[src/rtl/poker_pkg.sv]
// Shared definitions for the dealer/bot action handshake: action codes,
// collector FSM states and the default minimum bet.
package poker_pkg;

   localparam logic [2:0] ACT_NO_ACTION = 3'b000;
   localparam logic [2:0] ACT_FOLD      = 3'b001;
   localparam logic [2:0] ACT_CHECK     = 3'b010;
   localparam logic [2:0] ACT_ALL_IN    = 3'b011;
   localparam logic [2:0] ACT_CALL      = 3'b100;
   localparam logic [2:0] ACT_BET       = 3'b110;
   localparam logic [2:0] ACT_RAISE     = 3'b111;

   localparam logic [7:0] MIN_BET_DEFAULT = 8'd2;

   typedef enum logic [2:0] {
      ST_IDLE,
      ST_REQUEST,
      ST_EVAL,
      ST_ACK,
      ST_REJECT,
      ST_DRAIN,
      ST_DONE
   } dac_state_e;

endpackage

[src/rtl/action_legality_check.sv]
// Combinational legality/amount check of one bot action against the bot's
// stack and the amount owed; shared by the dealer collector and the bot.
module action_legality_check
   import poker_pkg::*;
#(
   parameter logic [7:0] MIN_BET = MIN_BET_DEFAULT
) (
   input  logic [2:0] action,
   input  logic [7:0] make_bet,
   input  logic [7:0] to_call,
   input  logic [7:0] money_left,
   output logic       legal,
   output logic [7:0] amount
);

   logic [8:0] raise_sum;

   // 9-bit sum so a raise that overflows 8 bits is rejected, not wrapped
   assign raise_sum = {1'b0, to_call} + {1'b0, make_bet};

   always_comb begin
      legal  = 1'b0;
      amount = '0;
      case (action)
         ACT_FOLD: legal = 1'b1;
         ACT_CHECK: legal = (to_call == '0);
         ACT_CALL: begin
            legal  = (to_call != '0) && (to_call <= money_left);
            amount = to_call;
         end
         ACT_BET: begin
            legal  = (to_call == '0) && (make_bet >= MIN_BET) && (make_bet <= money_left);
            amount = make_bet;
         end
         ACT_RAISE: begin
            legal  = (to_call != '0) && (make_bet >= MIN_BET) && (raise_sum <= {1'b0, money_left});
            amount = raise_sum[7:0];
         end
         ACT_ALL_IN: begin
            legal  = (money_left != '0);
            amount = money_left;
         end
         default: begin
            legal  = 1'b0;
            amount = '0;
         end
      endcase
   end

endmodule

[src/rtl/dealer_action_collector.sv]
// Dealer-side action collector: requests an action from the bot, checks it,
// retries or force-folds, and reports one accepted action per turn.
module dealer_action_collector
   import poker_pkg::*;
#(
   parameter logic [7:0]  MIN_BET        = MIN_BET_DEFAULT,
   parameter int unsigned MAX_RETRIES    = 2,
   parameter int unsigned TIMEOUT_CYCLES = 1024,
   parameter int unsigned TW             = 11
) (
   input  logic       clk,
   input  logic       rst,
   input  logic       start_turn,
   input  logic       next_deal,
   input  logic [7:0] to_call,
   input  logic [7:0] money_left,
   input  logic       output_valid,
   input  logic [2:0] action,
   input  logic [7:0] make_bet,
   output logic       dealer_request_action,
   output logic       dealer_acknowledge,
   output logic       invalid_move,
   output logic       busy,
   output logic       result_valid,
   output logic [2:0] result_action,
   output logic [7:0] result_amount,
   output logic       timed_out
);

   localparam logic [TW-1:0] TOUT_LAST  = TW'(TIMEOUT_CYCLES - 1);
   localparam logic [2:0]    RETRY_LAST = 3'(MAX_RETRIES);

   dac_state_e    state_q, state_d;
   logic [TW-1:0] tout_q, tout_d;
   logic [2:0]    retry_q, retry_d, retry_inc;
   logic [7:0]    to_call_q, to_call_d, money_q, money_d;
   logic [2:0]    act_q, act_d;
   logic [7:0]    bet_q, bet_d, amount_q, amount_d;
   logic [2:0]    res_action_q, res_action_d;
   logic [7:0]    res_amount_q, res_amount_d;
   logic          res_to_q, res_to_d;
   logic          chk_legal;
   logic [7:0]    chk_amount;

   action_legality_check #(
      .MIN_BET (MIN_BET)
   ) u_check (
      .action     (act_q),
      .make_bet   (bet_q),
      .to_call    (to_call_q),
      .money_left (money_q),
      .legal      (chk_legal),
      .amount     (chk_amount)
   );

   assign retry_inc = retry_q + 3'd1;

   always_comb begin
      state_d      = state_q;
      tout_d       = tout_q;
      retry_d      = retry_q;
      to_call_d    = to_call_q;
      money_d      = money_q;
      act_d        = act_q;
      bet_d        = bet_q;
      amount_d     = amount_q;
      res_action_d = res_action_q;
      res_amount_d = res_amount_q;
      res_to_d     = res_to_q;
      // abort wins over everything and leaves the last result untouched
      if (next_deal) begin
         state_d = ST_IDLE;
         tout_d  = '0;
         retry_d = '0;
      end else begin
         case (state_q)
            ST_IDLE: if (start_turn) begin
               to_call_d = to_call;
               money_d   = money_left;
               retry_d   = '0;
               tout_d    = '0;
               state_d   = ST_REQUEST;
            end
            ST_REQUEST: begin
               tout_d = tout_q + 1'b1;
               if (output_valid) begin
                  act_d   = action;
                  bet_d   = make_bet;
                  state_d = ST_EVAL;
               end else if (tout_q == TOUT_LAST) begin
                  res_action_d = ACT_FOLD;
                  res_amount_d = '0;
                  res_to_d     = 1'b1;
                  state_d      = ST_DONE;
               end
            end
            ST_EVAL: begin
               amount_d = chk_amount;
               state_d  = chk_legal ? ST_ACK : ST_REJECT;
            end
            ST_ACK: if (!output_valid) begin
               res_action_d = act_q;
               res_amount_d = amount_q;
               res_to_d     = 1'b0;
               state_d      = ST_DONE;
            end
            ST_REJECT: begin
               retry_d = retry_inc;
               if (retry_inc == RETRY_LAST) begin
                  res_action_d = ACT_FOLD;
                  res_amount_d = '0;
                  res_to_d     = 1'b0;
                  state_d      = ST_DONE;
               end else begin
                  state_d = ST_DRAIN;
               end
            end
            ST_DRAIN: if (!output_valid) begin
               tout_d  = '0;
               state_d = ST_REQUEST;
            end
            ST_DONE: state_d = ST_IDLE;
            default: state_d = ST_IDLE;
         endcase
      end
   end

   always_ff @(posedge clk or negedge rst) begin
      if (!rst) begin
         state_q      <= ST_IDLE;
         tout_q       <= '0;
         retry_q      <= '0;
         to_call_q    <= '0;
         money_q      <= '0;
         act_q        <= ACT_NO_ACTION;
         bet_q        <= '0;
         amount_q     <= '0;
         res_action_q <= ACT_NO_ACTION;
         res_amount_q <= '0;
         res_to_q     <= 1'b0;
      end else begin
         state_q      <= state_d;
         tout_q       <= tout_d;
         retry_q      <= retry_d;
         to_call_q    <= to_call_d;
         money_q      <= money_d;
         act_q        <= act_d;
         bet_q        <= bet_d;
         amount_q     <= amount_d;
         res_action_q <= res_action_d;
         res_amount_q <= res_amount_d;
         res_to_q     <= res_to_d;
      end
   end

   assign dealer_request_action = (state_q == ST_REQUEST);
   assign dealer_acknowledge    = (state_q == ST_ACK);
   assign invalid_move          = (state_q == ST_REJECT);
   assign busy                  = (state_q != ST_IDLE);
   assign result_valid          = (state_q == ST_DONE);
   assign result_action         = res_action_q;
   assign result_amount         = res_amount_q;
   assign timed_out             = res_to_q;

endmodule

[config.mk]
export PLATFORM = sky130hd
export DESIGN_NAME = dealer_action_collector
export DESIGN_NICKNAME = d
export VERILOG_FILES = /design/src/rtl/poker_pkg.sv /design/src/rtl/action_legality_check.sv /design/src/rtl/dealer_action_collector.sv
export SDC_FILE = /design/constraint.sdc
export NUM_CORES = 1
export LEC_CHECK = 0
export BUFFER_PORTS_ARGS = -buffer_cell sky130_fd_sc_hd__buf_2
export CORE_MARGIN = 3
export CORE_UTILIZATION = 41
export DETAILED_ROUTE_END_ITERATION = 10
export GPL_ROUTABILITY_DRIVEN = 0
export PLACE_DENSITY_LB_ADDON = 0.05
export SLEW_MARGIN = 20
export SYNTH_ARGS = -nofsm -noshare
export SYNTH_HDL_FRONTEND = slang
export SYNTH_SLANG_ARGS = --single-unit
export TNS_END_PERCENT = 50
[constraint.sdc]
create_clock -name clk -period 3.3 [get_ports clk]
set_input_delay 0.66 -clock clk [delete_from_list [all_inputs] [get_ports clk]]
set_output_delay 0.66 -clock clk [all_outputs]
set_load 0.02 [all_outputs]
# [After elaboration in Yosys (flattened, before gate mapping)]
# Cells that the tools add are included.
[classes] bitwise_logic=1 n_reduce_logical=20 n_lt_le_gt_ge=4 n_eq_ne=22 n_addsub=3 mux=33
[ops] operator="two-way mux 3 bit" n=13
[ops] operator="two-way mux 11 bit" n=3
[ops] operator="one-hot mux 11 bit (3 select lines)" n=1
[ops] operator="two-way mux 8 bit" n=4
[ops] operator="one-hot mux 8 bit (4 select lines)" n=1
[ops] operator="one-hot mux 8 bit (3 select lines)" n=1
[ops] operator="== test 3 bit, second input constant" n=6
[ops] operator="one-hot mux 3 bit (6 select lines)" n=1
[ops] operator="<= comparator 8 bit" n=2
[ops] operator="nonzero test 8 bit" n=2
[ops] operator="== test 3 x 2 -> 1 bit, second input constant" n=5
[ops] operator="adder 11 x 1 -> 11 bit, second input constant" n=1
[ops] operator="== test 11 x 10 -> 1 bit, second input constant" n=1
[ops] operator="adder 8 x 8 -> 9 bit" n=1
[ops] operator="<= comparator 9 x 8 -> 1 bit" n=1
[ops] operator="inequality test 3 bit, second input constant" n=3
[ops] operator="one-hot mux 3 bit (3 select lines)" n=1
[ops] operator="AND reduction 3 bit" n=3
[ops] operator="nonzero test 3 bit" n=3
[ops] operator="greater-or-equal comparator 8 x 2 -> 1 bit, second input constant" n=1
[ops] operator="zero test 8 bit" n=1
[ops] operator="== test 3 x 1 -> 1 bit, second input constant" n=2
[ops] operator="one-hot mux 1 bit (6 select lines)" n=1
[ops] operator="one-hot mux 3 bit (2 select lines)" n=1
[ops] operator="14 further kinds" n=24
[totals] out_inout_bits=17 ff_bits=64 inputBits=32 elab_cells=94

# [Depth between registers and ports, before layout]
# Gate-level depths: netlist of run 1.
[depth] word_depth=7 depth_mapped=15

# [By module]
# Synthesis of run 1 repeated with hierarchy kept, for this count alone.
[hier_totals] hier_cells=420 hier_area_um2=4295.4
[by_module_without_submodules] mod="dealer_action_collector" area_per_inst_um2=2967.8 instances=1 seq_area_each_um2=1601.5 cells_per_inst=241
[by_module_without_submodules] mod="action_legality_check" area_per_inst_um2=1327.5 instances=1 seq_area_each_um2=0.0 cells_per_inst=179

# [Worst setup path before layout of run 1]
# No wires, ideal clock.
[synth_path] path_type="reg2reg" startpoint="reg to_call_q[0]" endpoint="reg state_q[2]" path_stages_with_launch=16 setup_time_ns=0.124 t_arrival_ns=2.907 path_buffers=0 slack_ns=0.269 cell_sequence="dfrtp_1 -> ha_1 -> inv_1 -> fa_1 -> nor2b_1 -> o31a_1 -> o21a_1 -> nor2_1 -> xnor2_1 -> ha_1 -> a22o_1 -> nor4_1 -> o21ai_0 -> a211oi_1 -> nor4_2 -> a211o_1"
[synth_between] elab_chain_cells=7
[synth_lines] item="start, declared" line="dealer_action_collector.sv:36" rtl="logic [7:0] to_call_q, to_call_d, money_q, money_d;"
[synth_lines] item="start signal, assigned" line="dealer_action_collector.sv:145" rtl="to_call_q <= to_call_d;"
[synth_lines] item="adder 8 x 8 -> 9 bit (tied with other cells)" line="action_legality_check.sv:19" rtl="assign raise_sum = {1'b0, to_call} + {1'b0, make_bet};"
[synth_lines] item="<= comparator 9 x 8 -> 1 bit (tied with other cells)" line="action_legality_check.sv:36" rtl="legal = (to_call != '0) && (make_bet >= MIN_BET) && (raise_sum <= {1'b0, money_left});"
[synth_lines] item="logical AND 1 bit (on tied branches)" line="action_legality_check.sv:36, action_legality_check.sv:32"
[synth_lines] item="one-hot mux 1 bit (6 select lines) (*)" line="action_legality_check.sv:24" rtl="case (action)"
[synth_lines] item="two-way mux 3 bit (*)" line="dealer_action_collector.sv:99" rtl="state_d = chk_legal ? ST_ACK : ST_REJECT;"
[synth_lines] item="one-hot mux 3 bit (6 select lines) (*)" line="dealer_action_collector.sv:76" rtl="case (state_q)"
[synth_lines] item="two-way mux 3 bit (*)" line="dealer_action_collector.sv:71" rtl="if (next_deal) begin"
[synth_lines] item="end signal, assigned" line="dealer_action_collector.sv:142" rtl="state_q <= state_d;"
[synth_lines] item="end, declared" line="dealer_action_collector.sv:33" rtl="dac_state_e state_q, state_d;"
# Mark *: on every way between the ends. The rest lies on a longest branch, timed or not.
# A chain may end at the register's enable or synchronous reset.

# [Worst setup path after layout of run 1]
[layout_path] startpoint="reg to_call_q[2]" endpoint="reg state_q[2]"
# Same word-level chain as after synthesis.

==> flow_metrics.tcl, run 1 <==
set metrics [dict create \
    synth_fp_nets 508 \
    tightest_slew_ns 1.07 \
    final_antenna_net_count 0 \
    clock-root-buffer "clkbuf_8" \
    worstPathRequired_ns 3.52 \
    syn_area_per_cell_sq_um 9.53 \
    path_buf_inv 0 \
    slew_headroom_pct 28.4 \
    worst-path-max-fanout 3 \
    routedWlPerCell_microns 16.7 \
    nNetsFinal 570 \
    dp_hpwl_mm 7.87 \
    placed_area_sq_mm 0.00461 \
    fmax_ghz 0.308 \
    path_class "reg -> reg" \
    die_area_sq_mm 0.0115 \
    initial_core_util_pct 42.5 \
    synth_ff_type "dfrtp_1" \
    layout-drive-gt1-share_pct 26.2 \
    remaining_drc_errors 0 \
    groute.usage.overall_pct 19.6 \
    syn_inst 440 \
    wirelength_mm 10.7 \
    synthArstFlopShare_pct 100 \
    tritoncts "yes" \
    maxSlewViolCount 0 \
    crit_family "compound AO/OA/AOI/OAI gates" \
    fp.coreArea_sq_mm 0.00986 \
    slowest_delay_ns 0.39 \
    clockBufferDepth 2 \
    cp-end-kind "flip-flop" \
    dp.cells 618 \
    path_cells "ha_1 -> nor2b_2 -> o31a_1 -> o21a_1 -> nor2_2 -> xnor2_2 -> ha_1 -> a22o_1 -> nor4_2 -> o21ai_1 -> a211oi_2 -> nor4_4 -> a211o_1" \
    final_area_sq_mm 0.00494 \
    netlist_top_cells_area "dfrtp_1 38%, ha_1 10%, o21ai_0 5.6%, mux2_2 5.4%, mux2_4 3.6%" \
    netlist_top_cells_count "64 x dfrtp_1, 47 x o21ai_0, 35 x ha_1" \
    period_share_pct 98.5 \
    antenna_cells 0 \
    slowest_stage "dfrtp_1" \
    crit_top_cell "ha_1" \
    setup_viol 0 \
    finalNonFillerCells 640 \
    hold_violations 0 \
    grt_pass1_vias 3365 \
    die_w_microns 107 \
    ys_ff_latch 64 \
    grt_pass1_wl_mm 17.5 \
    netlist_area_sq_mm 0.00419 \
    clock_latency_ns 0.35 \
    port_buffers 48 \
    grt_max_degree 40 \
    yosys_warnings 0 \
    yosysUniqueCellTypes 63 \
    cts_made_buffers 9 \
    arrival_ns 3.47 \
    powerDensity_mw_per_mm2 1100 \
    maxCapViolations 0 \
    detail_route.first_pass.iterations 5 \
    cts_hold_buf 0 \
    areaGrowthSynthToFinish_pct 17.8 \
    path_clk_slew_ns 0.09 \
    yosysSeqAreaShare_pct 38.2 \
    multi_input_area_sq_mm 0.00240 \
    status "completed" \
    num_rows 36 \
    drt_iter0_drc 219 \
    cts.sinks 64 \
    viasPerCell 5.41 \
    num_vias 3463 \
    pin_count 49 \
    rsz0062_at_grt "true" \
    synth_top_area_cell "dfrtp_1" \
    finalCriticalPeriod_ns 3.25 \
    antenna_found_initial 0 \
    p_leak_nw 2.31 \
    fillCellCount 952 \
    fin_skew_ns 0.0183 \
    critPathLaunchType "flip-flop" \
    synth_edf_count 0 \
    hold_class "in -> async" \
    grt-ovfl-total 0 \
    seqCellArea_sq_mm 0.00160 \
    power_w 0.00543 \
    tns_ns 0 \
    yosysMostFrequentCell "dfrtp_1" \
    htree_levels 3 \
    synth_top_area_share_pct 38.2 \
    die_h_microns 107 \
    peakVddDrop_v 0.000428 \
]
## registers in the layout (all words and copies together) (netlist names)
name,cells
state_q,3
to_call_q,8
timed_out,1
bet_q,8
act_q,3
retry_q,3
money_q,8
result_action,3
result_amount,8
amount_q,8
tout_q,11
## per-stage QoR
stage          hold WS [ns]  util, %  worst slack, ns
6_report              0.447     50.1           0.0492
5_1_grt               0.501     50.1           -0.102
4_1_cts               0.454     49.5           0.0145
3_5_place_dp          0.460     46.7          -0.0350
3_3_place_gp          0.461     46.7           0.0665
2_1_floorplan         0.364        -            0.269
## cell type report
cell class / count / share of cell area [%]
clock buffers: 11 / 2.86
clock inverters: 5 / 2.10
inverters: 33 / 2.51
multi-input cells: 324 / 48.6
flip-flops and latches: 64 / 32.4
well taps: 133 / 3.37
repair buffers: 70 / 8.20
## layer usage
| metal | global-route usage [%] | share of wire, % |
|---|---|---|
| met5 | 0 | 0 |
| met4 | 6.48 | 1.7 |
| met3 | 3.19 | 4.9 |
| met1 | 28.8 | 50 |
| met2 | 29.3 | 44 |
## cell families after synthesis
kind of cell               Yosys count  share of synthesized area [%]
buffers and inverters               52                           5.58
xor gates and xnor gates             7                           1.46
adders and majority gates           36                           10.9
DFF                                 64                           38.2
muxes                               35                           10.1
AOI/OAI and AO/OA                  109                           16.5
and+or+nand+nor                    137                           17.2
## power breakdown
part,leakage (nW),internal (W),switching [W]
sequential,0.814,0.00108,0.000355
clock,0.124,0.000523,0.000325
combinational,1.37,0.00147,0.00167
## repair_timing
action                                 in CTS  in global routing
setup endpoints to repair                   1                  3
endpoints found under the hold margin       0                  0
setup buffers                               3                  3
gates resized for setup                     3                  9
pin swaps                                   5                  9
## layout by cell type (no fill, tap or decap), drive strengths merged, types with 7 or more instances in the layout
master and count:
mux2 30, clkbuf 11, inv 33, nor3 7, o21ai 48, nor4 7
nor2b 7, a21oi 20, buf 70, nand2 29, ha 35, nor2 31
nand3 20, nand4 7, dfrtp 64
## final timing paths
kind	end	start	slack (ns)	depth (start not counted)
max in group asynchronous	to_call_q[1]$_DFFE_PN0P_	rst	2.11	2
max reg2reg	state_q[2]$_DFFE_PN0P_	to_call_q[2]$_DFFE_PN0P_	0.05	13
min	amount_q[7]$_DFFE_PN0P_	rst	0.45	1
max	state_q[2]$_DFFE_PN0P_	to_call_q[2]$_DFFE_PN0P_	0.05	13
min reg2reg	amount_q[5]$_DFFE_PN0P_	amount_q[5]$_DFFE_PN0P_	0.48	2
min in group clk	amount_q[5]$_DFFE_PN0P_	amount_q[5]$_DFFE_PN0P_	0.48	2
No activity file was read; power rests on OpenSTA's default activity.
==> run 2: changes to the inputs <==
--- a/config.mk
+++ b/config.mk
@@ -8,6 +8,7 @@
 export BUFFER_PORTS_ARGS = -buffer_cell sky130_fd_sc_hd__buf_2
 export CORE_MARGIN = 3
 export CORE_UTILIZATION = 41
+export CTS_BUF_LIST = sky130_fd_sc_hd__clkbuf_8
 export DETAILED_ROUTE_END_ITERATION = 10
 export GPL_ROUTABILITY_DRIVEN = 0
 export PLACE_DENSITY_LB_ADDON = 0.05
==> run 2 against run 1 <==
  * Worst setup slack lost 0.00098 ns
  * Clock-buffer cell count shrank 1
  * Combinational power is essentially flat
  * Highest routed layer unchanged
==> flow_metrics.tcl, run 2 (synthesis gave the netlist of run 1 again) <==
set metrics [dict create \
    top_register "tout_q" \
    grt_pass1_vias 3365 \
    layout_setup_ws_ns 0.0483 \
    critPathLaunchType "flip-flop" \
    antenna_found_initial 0 \
    pre_cts_ws_ns -0.0350 \
    tritoncts "yes" \
    hold_class "in -> async" \
    die_w_microns 107 \
    path_class "reg -> reg" \
    peakVddDrop_v 0.000428 \
    clockBufferDepth 2 \
    port_buffers 48 \
    cts_made_buffers 9 \
    layout-drive-gt1-share_pct 26.2 \
    final_antenna_net_count 0 \
    period_share_pct 98.5 \
    final_common_cell "dfrtp_1" \
    dp_hpwl_mm 7.87 \
    cts.sinks 64 \
    r2r_start "to_call_q[2]$_DFFE_PN0P_" \
    clock_latency_ns 0.35 \
    seqCellArea_sq_mm 0.00160 \
    routedWlPerCell_microns 16.7 \
    detail_route.first_pass.iterations 5 \
    antenna_cells 0 \
    grt_pass1_wl_mm 17.5 \
    areaGrowthSynthToFinish_pct 17.8 \
    grt-ovfl-total 0 \
    fillCellCount 952 \
    groute.usage.overall_pct 19.6 \
    worst-path-max-fanout 3 \
    num_rows 36 \
    cp-endpoint "state_q[2]$_DFFE_PN0P_" \
    grt_max_degree 40 \
    met1_usage_pct 28.8 \
    maxCapViolations 0 \
    final_cell_mix "64 x dfrtp_1, 48 x buf_2, 45 x o21ai_0" \
    wirelength_mm 10.7 \
    multi_input_area_sq_mm 0.00240 \
    power_w 0.00542 \
    num_vias 3462 \
    finalCriticalPeriod_ns 3.25 \
    final_area_sq_mm 0.00494 \
    drt_iter0_drc 219 \
    p_leak_nw 2.31 \
    rsz0062_at_grt "true" \
    htree_levels 3 \
    cp-end-kind "flip-flop" \
    fmax_ghz 0.308 \
    cts_hold_buf 0 \
    maxSlewViolCount 0 \
    grtUsageMet3_pct 3.19 \
    die_area_sq_mm 0.0115 \
    path_clk_slew_ns 0.09 \
    fp.coreArea_sq_mm 0.00986 \
    hold_violations 0 \
    fin_skew_ns 0.0190 \
    placed_area_sq_mm 0.00461 \
    slew_headroom_pct 28.5 \
    worstReg2RegEnd "state_q[2]$_DFFE_PN0P_" \
    reg2reg_depth 13 \
    nNetsFinal 570 \
    remaining_drc_errors 0 \
    grt-busiest-layer "met2" \
    initial_core_util_pct 42.5 \
    setup_viol 0 \
    tightest_slew_ns 1.07 \
    r2r_setup_slack_ns 0.05 \
    worstPathRequired_ns 3.52 \
    pin_count 49 \
    die_h_microns 107 \
    clock-root-buffer "clkbuf_8" \
    status "completed" \
    viasPerCell 5.41 \
    critical_path.startpoint "to_call_q[2]$_DFFE_PN0P_" \
    largest_register_ffs 11 \
    tns_ns 0 \
    powerDensity_mw_per_mm2 1100 \
    use_met2_pct 29.3 \
    arrival_ns 3.47 \
    whs_ns 0.446 \
]
==> run 2: cell type report <==
cell class,instances,area share (%)
multi-input cells,324,48.6
clock buffers,10,2.78
inverters,33,2.51
well taps,133,3.37
clock inverters,6,2.18
repair buffers,70,8.20
flip-flops and latches,64,32.4
==> run 2: layer usage <==
layer / share of wire (%) / vias up
li1: - / 1717
met1: 50 / 1636
met2: 44 / 89
met3: 4.7 / 20
met4: 1.7 / 0
met5: 0 / -
==> run 2: critical path: stages, from the launching register on <==
cell	delay (ns)
dfrtp_1	0.39
ha_1	0.34
nor2b_2	0.18
o31a_1	0.26
o21a_1	0.19
nor2_2	0.14
xnor2_2	0.13
ha_1	0.27
a22o_1	0.21
nor4_2	0.26
o21ai_1	0.12
a211oi_2	0.28
nor4_4	0.07
a211o_1	0.27
==> run 2: worst min-delay path by stage <==
stage,startpoint,endpoint,slack [ns],cells after the start
after CTS,rst,amount_q[7]$_DFFE_PN0P_,0.45,1
after floorplan,rst,act_q[0]$_DFFE_PN0P_,0.36,0
after global routing,rst,amount_q[7]$_DFFE_PN0P_,0.50,1
after detailed placement,tout_q[10]$_DFFE_PN0P_,tout_q[10]$_DFFE_PN0P_,0.46,1
final,rst,amount_q[7]$_DFFE_PN0P_,0.45,1
after global placement,tout_q[10]$_DFFE_PN0P_,tout_q[10]$_DFFE_PN0P_,0.46,1
==> run 2: power by group <==
part / internal, W / switching, W / total [W]
clock: 0.000520 / 0.000326 / 0.000846
sequential: 0.00108 / 0.000356 / 0.00144
combinational: 0.00147 / 0.00167 / 0.00314
==> run 2: what timing repair did <==
| item | 4_1_cts | 5_1_grt |
|---|---|---|
| gates resized for setup | 3 | 9 |
| pin swaps | 5 | 9 |
| endpoints found under the setup margin | 1 | 3 |
| buffers inserted | 3 | 3 |
==> run 2: through the flow <==
stage / utilization [%] / std cells
2_1_floorplan: - / 440
3_3_place_gp: 46.7 / 618
3_5_place_dp: 46.7 / 618
4_1_cts: 49.5 / 637
5_1_grt: 50.1 / 640
6_report: 50.1 / 640
